File: config.mk
export PLATFORM = sky130hd
export DESIGN_NAME = dualmem_narrow_stream
export DESIGN_NICKNAME = d
export VERILOG_FILES = /design/src/rtl/dualmem_narrow_pkg.sv /design/src/rtl/narrow_sync_fifo.sv /design/src/rtl/dualmem_narrow_stream.sv
export SDC_FILE = /design/constraint.sdc
export NUM_CORES = 1
export LEC_CHECK = 0
export BUFFER_PORTS_ARGS = -buffer_cell sky130_fd_sc_hd__buf_4
export CAP_MARGIN = 20
export CORE_MARGIN = 8
export CORE_UTILIZATION = 55
export CTS_CLUSTER_DIAMETER = 40
export DETAILED_ROUTE_END_ITERATION = 7
export PLACE_DENSITY = 0.74
export SLEW_MARGIN = 10
export SYNTH_ARGS = -nofsm -noshare
export SYNTH_HDL_FRONTEND = slang
export SYNTH_SLANG_ARGS = --single-unit
File: constraint.sdc
create_clock -name clk -period 6.23 [get_ports clk]
set_input_delay 1.246 -clock clk [delete_from_list [all_inputs] [get_ports clk]]
set_output_delay 1.246 -clock clk [all_outputs]
set_load 0.05 [all_outputs]
File: src/rtl/dualmem_narrow_pkg.sv
// Shared types and helpers for the 64-bit to 16-bit narrowing stream buffer.
// Holds the FIFO entry layout, the serializer state encoding and the keep decode.
package dualmem_narrow_pkg;

  localparam int HALF_W = 16;
  localparam int WORD_W = 64;
  localparam int LANES  = 4;
  localparam int NL_W   = 3;

  typedef struct packed {
    logic              last;
    logic [NL_W-1:0]   nlanes;
    logic [WORD_W-1:0] data;
  } entry_t;

  localparam int ENTRY_W = $bits(entry_t);

  typedef enum logic {
    S_IDLE = 1'b0,
    S_SEND = 1'b1
  } ser_state_t;

  // Only contiguous low-aligned lane masks are legal.
  function automatic logic keep_legal(input logic [LANES-1:0] keep);
    logic ok;
    case (keep)
      4'b0001, 4'b0011, 4'b0111, 4'b1111: ok = 1'b1;
      default:                            ok = 1'b0;
    endcase
    return ok;
  endfunction

  // Illegal masks fall back to a full word so no data is silently dropped.
  function automatic logic [NL_W-1:0] keep_to_nlanes(input logic [LANES-1:0] keep);
    logic [NL_W-1:0] n;
    case (keep)
      4'b0001: n = 3'd1;
      4'b0011: n = 3'd2;
      4'b0111: n = 3'd3;
      default: n = 3'd4;
    endcase
    return n;
  endfunction

endpackage

File: src/rtl/narrow_sync_fifo.sv
// Generic single-clock FIFO with wrap-bit pointers and a combinational read port.
// Writes are refused when full, even if a read happens on the same edge.
module narrow_sync_fifo #(
  parameter int WIDTH = 69,
  parameter int DEPTH = 8,
  parameter int LVL_W = 4
) (
  input  logic             clk,
  input  logic             rst,
  input  logic             wr_en,
  input  logic [WIDTH-1:0] wr_data,
  input  logic             rd_en,
  output logic [WIDTH-1:0] rd_data,
  output logic             full,
  output logic             empty,
  output logic [LVL_W-1:0] level
);

  localparam int AW = $clog2(DEPTH);

  logic [WIDTH-1:0] mem [DEPTH];
  logic [AW:0]      wr_ptr;
  logic [AW:0]      rd_ptr;
  logic             wr_fire;
  logic             rd_fire;

  assign full    = (wr_ptr[AW] != rd_ptr[AW]) && (wr_ptr[AW-1:0] == rd_ptr[AW-1:0]);
  assign empty   = (wr_ptr == rd_ptr);
  assign wr_fire = wr_en && !full;
  assign rd_fire = rd_en && !empty;
  assign rd_data = mem[rd_ptr[AW-1:0]];

  always_ff @(posedge clk) begin
    if (wr_fire) begin
      mem[wr_ptr[AW-1:0]] <= wr_data;
    end
  end

  always_ff @(posedge clk or posedge rst) begin
    if (rst) begin
      wr_ptr <= '0;
      rd_ptr <= '0;
    end else begin
      if (wr_fire) wr_ptr <= wr_ptr + 1'b1;
      if (rd_fire) rd_ptr <= rd_ptr + 1'b1;
    end
  end

  always_ff @(posedge clk or posedge rst) begin
    if (rst) begin
      level <= '0;
    end else begin
      case ({wr_fire, rd_fire})
        2'b10:   level <= level + LVL_W'(1);
        2'b01:   level <= level - LVL_W'(1);
        default: level <= level;
      endcase
    end
  end

endmodule

File: src/rtl/dualmem_narrow_stream.sv
// 64-bit to 16-bit narrowing stream buffer: word FIFO followed by a halfword
// serializer that emits lanes low-first and chains words without bubbles.
module dualmem_narrow_stream
  import dualmem_narrow_pkg::*;
#(
  parameter int DEPTH = 8,
  parameter int LVL_W = 4
) (
  input  logic              clk,
  input  logic              rst,
  input  logic              in_valid,
  output logic              in_ready,
  input  logic [WORD_W-1:0] in_data,
  input  logic [LANES-1:0]  in_keep,
  input  logic              in_last,
  output logic              out_valid,
  input  logic              out_ready,
  output logic [HALF_W-1:0] out_data,
  output logic              out_last,
  output logic [LVL_W-1:0]  fill_level,
  output logic              keep_err
);

  entry_t               wr_entry;
  entry_t               head;
  logic [ENTRY_W-1:0]   wr_vec;
  logic [ENTRY_W-1:0]   rd_vec;
  logic                 fifo_full;
  logic                 fifo_empty;
  logic                 wr_en;
  logic                 pop;
  logic                 shift;
  logic                 lane_final;

  ser_state_t           state;
  ser_state_t           state_nxt;

  logic [WORD_W-1:0]    word_p1;
  logic [1:0]           lane_p1;
  logic [NL_W-1:0]      nlanes_p1;
  logic                 last_p1;

  // Sink side: decode keep into a lane count and enqueue the word.
  assign in_ready = !fifo_full && !rst;
  assign wr_en    = in_valid && in_ready;

  always_comb begin
    wr_entry.last   = in_last;
    wr_entry.nlanes = keep_to_nlanes(in_keep);
    wr_entry.data   = in_data;
  end

  assign wr_vec = wr_entry;
  assign head   = entry_t'(rd_vec);

  narrow_sync_fifo #(
    .WIDTH (ENTRY_W),
    .DEPTH (DEPTH),
    .LVL_W (LVL_W)
  ) u_fifo (
    .clk     (clk),
    .rst     (rst),
    .wr_en   (wr_en),
    .wr_data (wr_vec),
    .rd_en   (pop),
    .rd_data (rd_vec),
    .full    (fifo_full),
    .empty   (fifo_empty),
    .level   (fill_level)
  );

  always_ff @(posedge clk or posedge rst) begin
    if (rst) begin
      keep_err <= 1'b0;
    end else if (wr_en && !keep_legal(in_keep)) begin
      keep_err <= 1'b1;
    end
  end

  // Serializer stage: state register, next-state logic, output/control logic.
  assign lane_final = ({1'b0, lane_p1} == (nlanes_p1 - 3'd1));

  always_ff @(posedge clk or posedge rst) begin
    if (rst) begin
      state <= S_IDLE;
    end else begin
      state <= state_nxt;
    end
  end

  always_comb begin
    state_nxt = state;
    case (state)
      S_IDLE: if (!fifo_empty) state_nxt = S_SEND;
      S_SEND: if (out_ready && lane_final && fifo_empty) state_nxt = S_IDLE;
      default: state_nxt = S_IDLE;
    endcase
  end

  always_comb begin
    out_valid = 1'b0;
    out_last  = 1'b0;
    pop       = 1'b0;
    shift     = 1'b0;
    case (state)
      S_IDLE: begin
        pop = !fifo_empty;
      end
      S_SEND: begin
        out_valid = 1'b1;
        out_last  = lane_final && last_p1;
        pop       = out_ready && lane_final && !fifo_empty;
        shift     = out_ready && !lane_final;
      end
      default: ;
    endcase
  end

  always_ff @(posedge clk or posedge rst) begin
    if (rst) begin
      word_p1   <= '0;
      lane_p1   <= '0;
      nlanes_p1 <= 3'd1;
      last_p1   <= 1'b0;
    end else if (pop) begin
      word_p1   <= head.data;
      lane_p1   <= '0;
      nlanes_p1 <= head.nlanes;
      last_p1   <= head.last;
    end else if (shift) begin
      word_p1   <= word_p1 >> HALF_W;
      lane_p1   <= lane_p1 + 2'd1;
    end
  end

  assign out_data = word_p1[HALF_W-1:0];

endmodule

==> run_results.csv <==
group,metric,value,unit
routing,drc,0,
global_route,antenna_found_initial,6,
timing,min_period,3.72,ns
placement,hpwl,28300,µm
global_route,overflow,0,
floorplan,fp.dieW,227,µm
global_route,grt_pass1_wl,73500,µm
worst_setup_path,cp_max_fo,34,
yosys,avgSynthCellArea,21.8,µm²
worst_setup_path,setup.worst_path.start,"u_fifo.rd_ptr[0]$_DFFE_PP0P_",
power_and_ir_drop,p_comb_share,25.9,%
global_route,grt_usage,19.3,%
power_and_ir_drop,p_int,0.00944,W
worst_setup_path,r2r_cells,5,
layout,postLayoutCoreUtil,64.5,%
worst_setup_path,critPathCapture,"u_fifo.mem[4][42]$_DFFE_PP_",
floorplan,coreArea,44000,µm²
floorplan,die_y,227,µm
yosys,yosysWarnings,0,
global_route,grt_pass1_vias,12068,
worst_setup_path,crit_type,"reg -> reg",
placement,gp_congestion,0.750,
clock_tree,cts.clk_slew.worst_paths,0.06,ns
clock_tree,cts_tree,"yes",
timing,max-slew-margin-rel,29.8,%
placement,portBuffers,96,
clock_tree,hold_buffers,0,
yosys,synth_top_cell_by_area,"edfxtp_1",
worst_setup_path,regToRegSetupSlack,2.51,ns
clock_tree,cts_resized,0,
global_route,grt_max_degree,69,
clock_tree,numCtsBuffers,73,
timing,hold_viol,0,
yosys,yosysUniqueCellTypes,36,
worst_setup_path,arrival,3.94,ns
clock_tree,postCtsSetupBuffers,0,
power_and_ir_drop,netSwitchingFraction,29.6,%
routing,vias_per_cell,5.88,
timing,tightestPinTransition,1.05,ns
hold_path,hold_class,"reg -> reg",
timing,slew_violations,0,
floorplan,io_pins,97,
power_and_ir_drop,p_leak,9.72,nW
layout,layout.nets,1325,
floorplan,fp.dieArea,51500,µm²
power_and_ir_drop,peakVddDrop,0.309,mV
routing,final_antenna_net_count,0,
power_and_ir_drop,pwr-share-clk,32.5,%
worst_setup_path,critPathRequiredTime,6.46,ns
yosys,synthCells,1122,
routing,drt-total-wl,48500,µm
timing,rsz0062_at_grt,"false",
yosys,synth_area,24500,µm²
routing,wl_per_cell,25.5,µm
power_and_ir_drop,seqPwrFrac,41.6,%
timing,fmax,0.269,GHz
floorplan,rows,77,
timing,fin_setup_tns,0,ns
timing,clock_skew,0.0143,ns
clock_tree,clock_latency,0.59,ns
worst_setup_path,r2r_end,"u_fifo.mem[4][42]$_DFFE_PP_",
power_and_ir_drop,cellPowerDensity,473,nW/µm²
job,cap_violations,0,
layout,drive_above_1_share,30.8,%
timing,setup_viol,0,
clock_tree,cts_sinks,628,
worst_setup_path,crit-reg2reg-launch,"u_fifo.rd_ptr[0]$_DFFE_PP0P_",
routing,firstDrtPassIters,5,
run_status,outcome,"finished clean",
routing,drtIter0Drc,817,
yosys,yosysSeqAreaShare,75.4,%
worst_setup_path,end_kind,"flop",
floorplan,start_util,55.5,%
layout,area_growth_syn_to_layout,16.1,%
yosys,synth_fp_nets,1201,
timing,fin_crit_sh,59.7,%
routing,num_vias,11183,
worst_setup_path,startpoint_type,"flop",
yosys,synth.area.top_cells,"edfxtp_1 67%, mux4_2 13%, dfrtp_1 8.5%, mux2i_1 7.4%, buf_2 0.70%",
yosys,synth_top_area_share,66.8,%
clock_tree,cts_root_buffer,"clkbuf_16",
yosys,yosys_register_bits,628,
clock_tree,clockBufferDepth,3,
power_and_ir_drop,p_switching,0.00397,W
clock_tree,cts.htree.levels,3,
==> power by group through the flow <==
stage	logic, W	clock network (W)	registers, W
floorplan	0.00287	0	0.00540
global placement	0.00345	0	0.00565
detailed placement	0.00352	0	0.00567
CTS	0.00354	0.00443	0.00559
global route	0.00371	0.00461	0.00563
finish	0.00347	0.00436	0.00558
==> final cells by class <==
cell class	instances	area [µm²]
Sequential cell	628	18500
Fill cell	2903	15600
Multi-Input combinational cell	416	5680
Clock buffer	91	2020
Timing Repair Buffer	120	946
Tap cell	592	741
Clock inverter	42	508
Inverter	7	28.8
Antenna cell	5	12.5
==> registers in the layout (all words and copies together), names as in the netlist <==
register       count
last_p1            1
u_fifo.level       4
nlanes_p1          3
u_fifo.mem       544
u_fifo.wr_ptr      4
word_p1           64
lane_p1            2
keep_err           1
u_fifo.rd_ptr      4
state              1
==> per-stage QoR <==
stage	hold slack, ns	instances	power (W)	setup slack [ns]	instance area [µm²]
6_report	0.477	1901	0.0134	2.51	28400
5_1_grt	0.497	1899	0.0140	2.19	28400
4_1_cts	0.484	1895	0.0136	2.42	28300
3_5_place_dp	0.459	1762	0.00918	2.23	25800
3_3_place_gp	0.455	1762	0.00910	2.19	25800
2_1_floorplan	0.478	1122	0.00827	0.940	24500
==> logic make-up after synthesis <==
group,Yosys count,share of synthesized area [%]
DFF,628,75.4
muxes,323,20.2
buffers and inverters,78,1.74
and+or+nand+nor,54,1.18
xor gates and xnor gates,20,0.747
AOI/OAI and AO/OA,13,0.425
adders and majority gates,6,0.307
==> per-layer routing <==
layer  vias up  wire (µm)  track usage [%]
met5         -         12                0
met4         2       1070             6.60
met3        72       3090             4.73
met2       307      24800             32.4
met1      5969      19500             24.5
li1       4833          -                -
==> worst min-delay path by stage <==
| stage | slack [ns] | cells past startpoint | end | from |
|---|---|---|---|---|
| floorplan | 0.48 | 2 | nlanes_p1[0]$_DFFE_PP1N_ | nlanes_p1[0]$_DFFE_PP1N_ |
| global placement | 0.45 | 1 | keep_err$_DFFE_PP0P_ | keep_err$_DFFE_PP0P_ |
| detailed placement | 0.46 | 1 | keep_err$_DFFE_PP0P_ | keep_err$_DFFE_PP0P_ |
| CTS | 0.48 | 1 | keep_err$_DFFE_PP0P_ | keep_err$_DFFE_PP0P_ |
| global route | 0.50 | 1 | keep_err$_DFFE_PP0P_ | keep_err$_DFFE_PP0P_ |
| finish | 0.48 | 1 | u_fifo.level[3]$_DFFE_PP0P_ | u_fifo.level[3]$_DFFE_PP0P_ |
==> placed cells by master (no fill, tap or decap), types with 4 or more instances in the layout <==
| master | Yosys | layout |
|---|---|---|
| mux4_2 | 136 | 136 |
| nor2_4 | 1 | 6 |
| buf_4 | 22 | 117 |
| mux2i_1 | 180 | 180 |
| nand2_1 | 20 | 20 |
| nand2b_1 | 5 | 5 |
| clkinv_4 | 0 | 4 |
| inv_1 | 7 | 6 |
| ha_1 | 6 | 6 |
| inv_6 | 0 | 9 |
| clkinv_2 | 0 | 6 |
| bufinv_16 | 0 | 9 |
| diode_2 | 0 | 5 |
| mux2_2 | 6 | 6 |
| xor2_1 | 13 | 13 |
| clkbuf_1 | 14 | 10 |
| dfrtp_1 | 83 | 80 |
| edfxtp_1 | 544 | 544 |
| clkbuf_8 | 0 | 4 |
| clkbuf_16 | 0 | 77 |
| xnor2_1 | 6 | 6 |
| clkinvlp_4 | 0 | 7 |
| a21oi_1 | 4 | 4 |
| clkinv_1 | 0 | 5 |
| nor2_1 | 9 | 4 |
==> synthesized netlist by cell type <==
master and number:
clkbuf_1 14, a21boi_0 1, o41ai_4 1, a21oi_1 4
xor2_1 13, nand2b_1 5, xnor2_1 6, a31oi_1 2
mux2i_1 180, ha_1 6, a31o_2 1, nand2_1 20
nor3b_1 3, nor4_4 1, o21ai_0 2, edfxtp_1 544
mux2_2 6, and3b_1 2, inv_1 7, dfstp_2 1
buf_4 22, nor3_1 5, nand3b_1 2, nor2b_1 2
dfrtp_1 83, o22a_1 1, a41oi_1 1, or2_2 2
mux4_2 136, buf_2 34, nor2_1 9, buf_6 1
xor2_2 1, nand3_1 2, nor2_4 1, mux2_1 1
==> worst max-delay path, cell delays in order (launching register included) <==
cell and delay [ns]:
dfrtp_4 0.88, xor2_1 0.47, o41ai_4 0.22, or2_2 0.40, nor3_4 0.78, buf_4 0.55
Power figures use the tool's default switching activity.
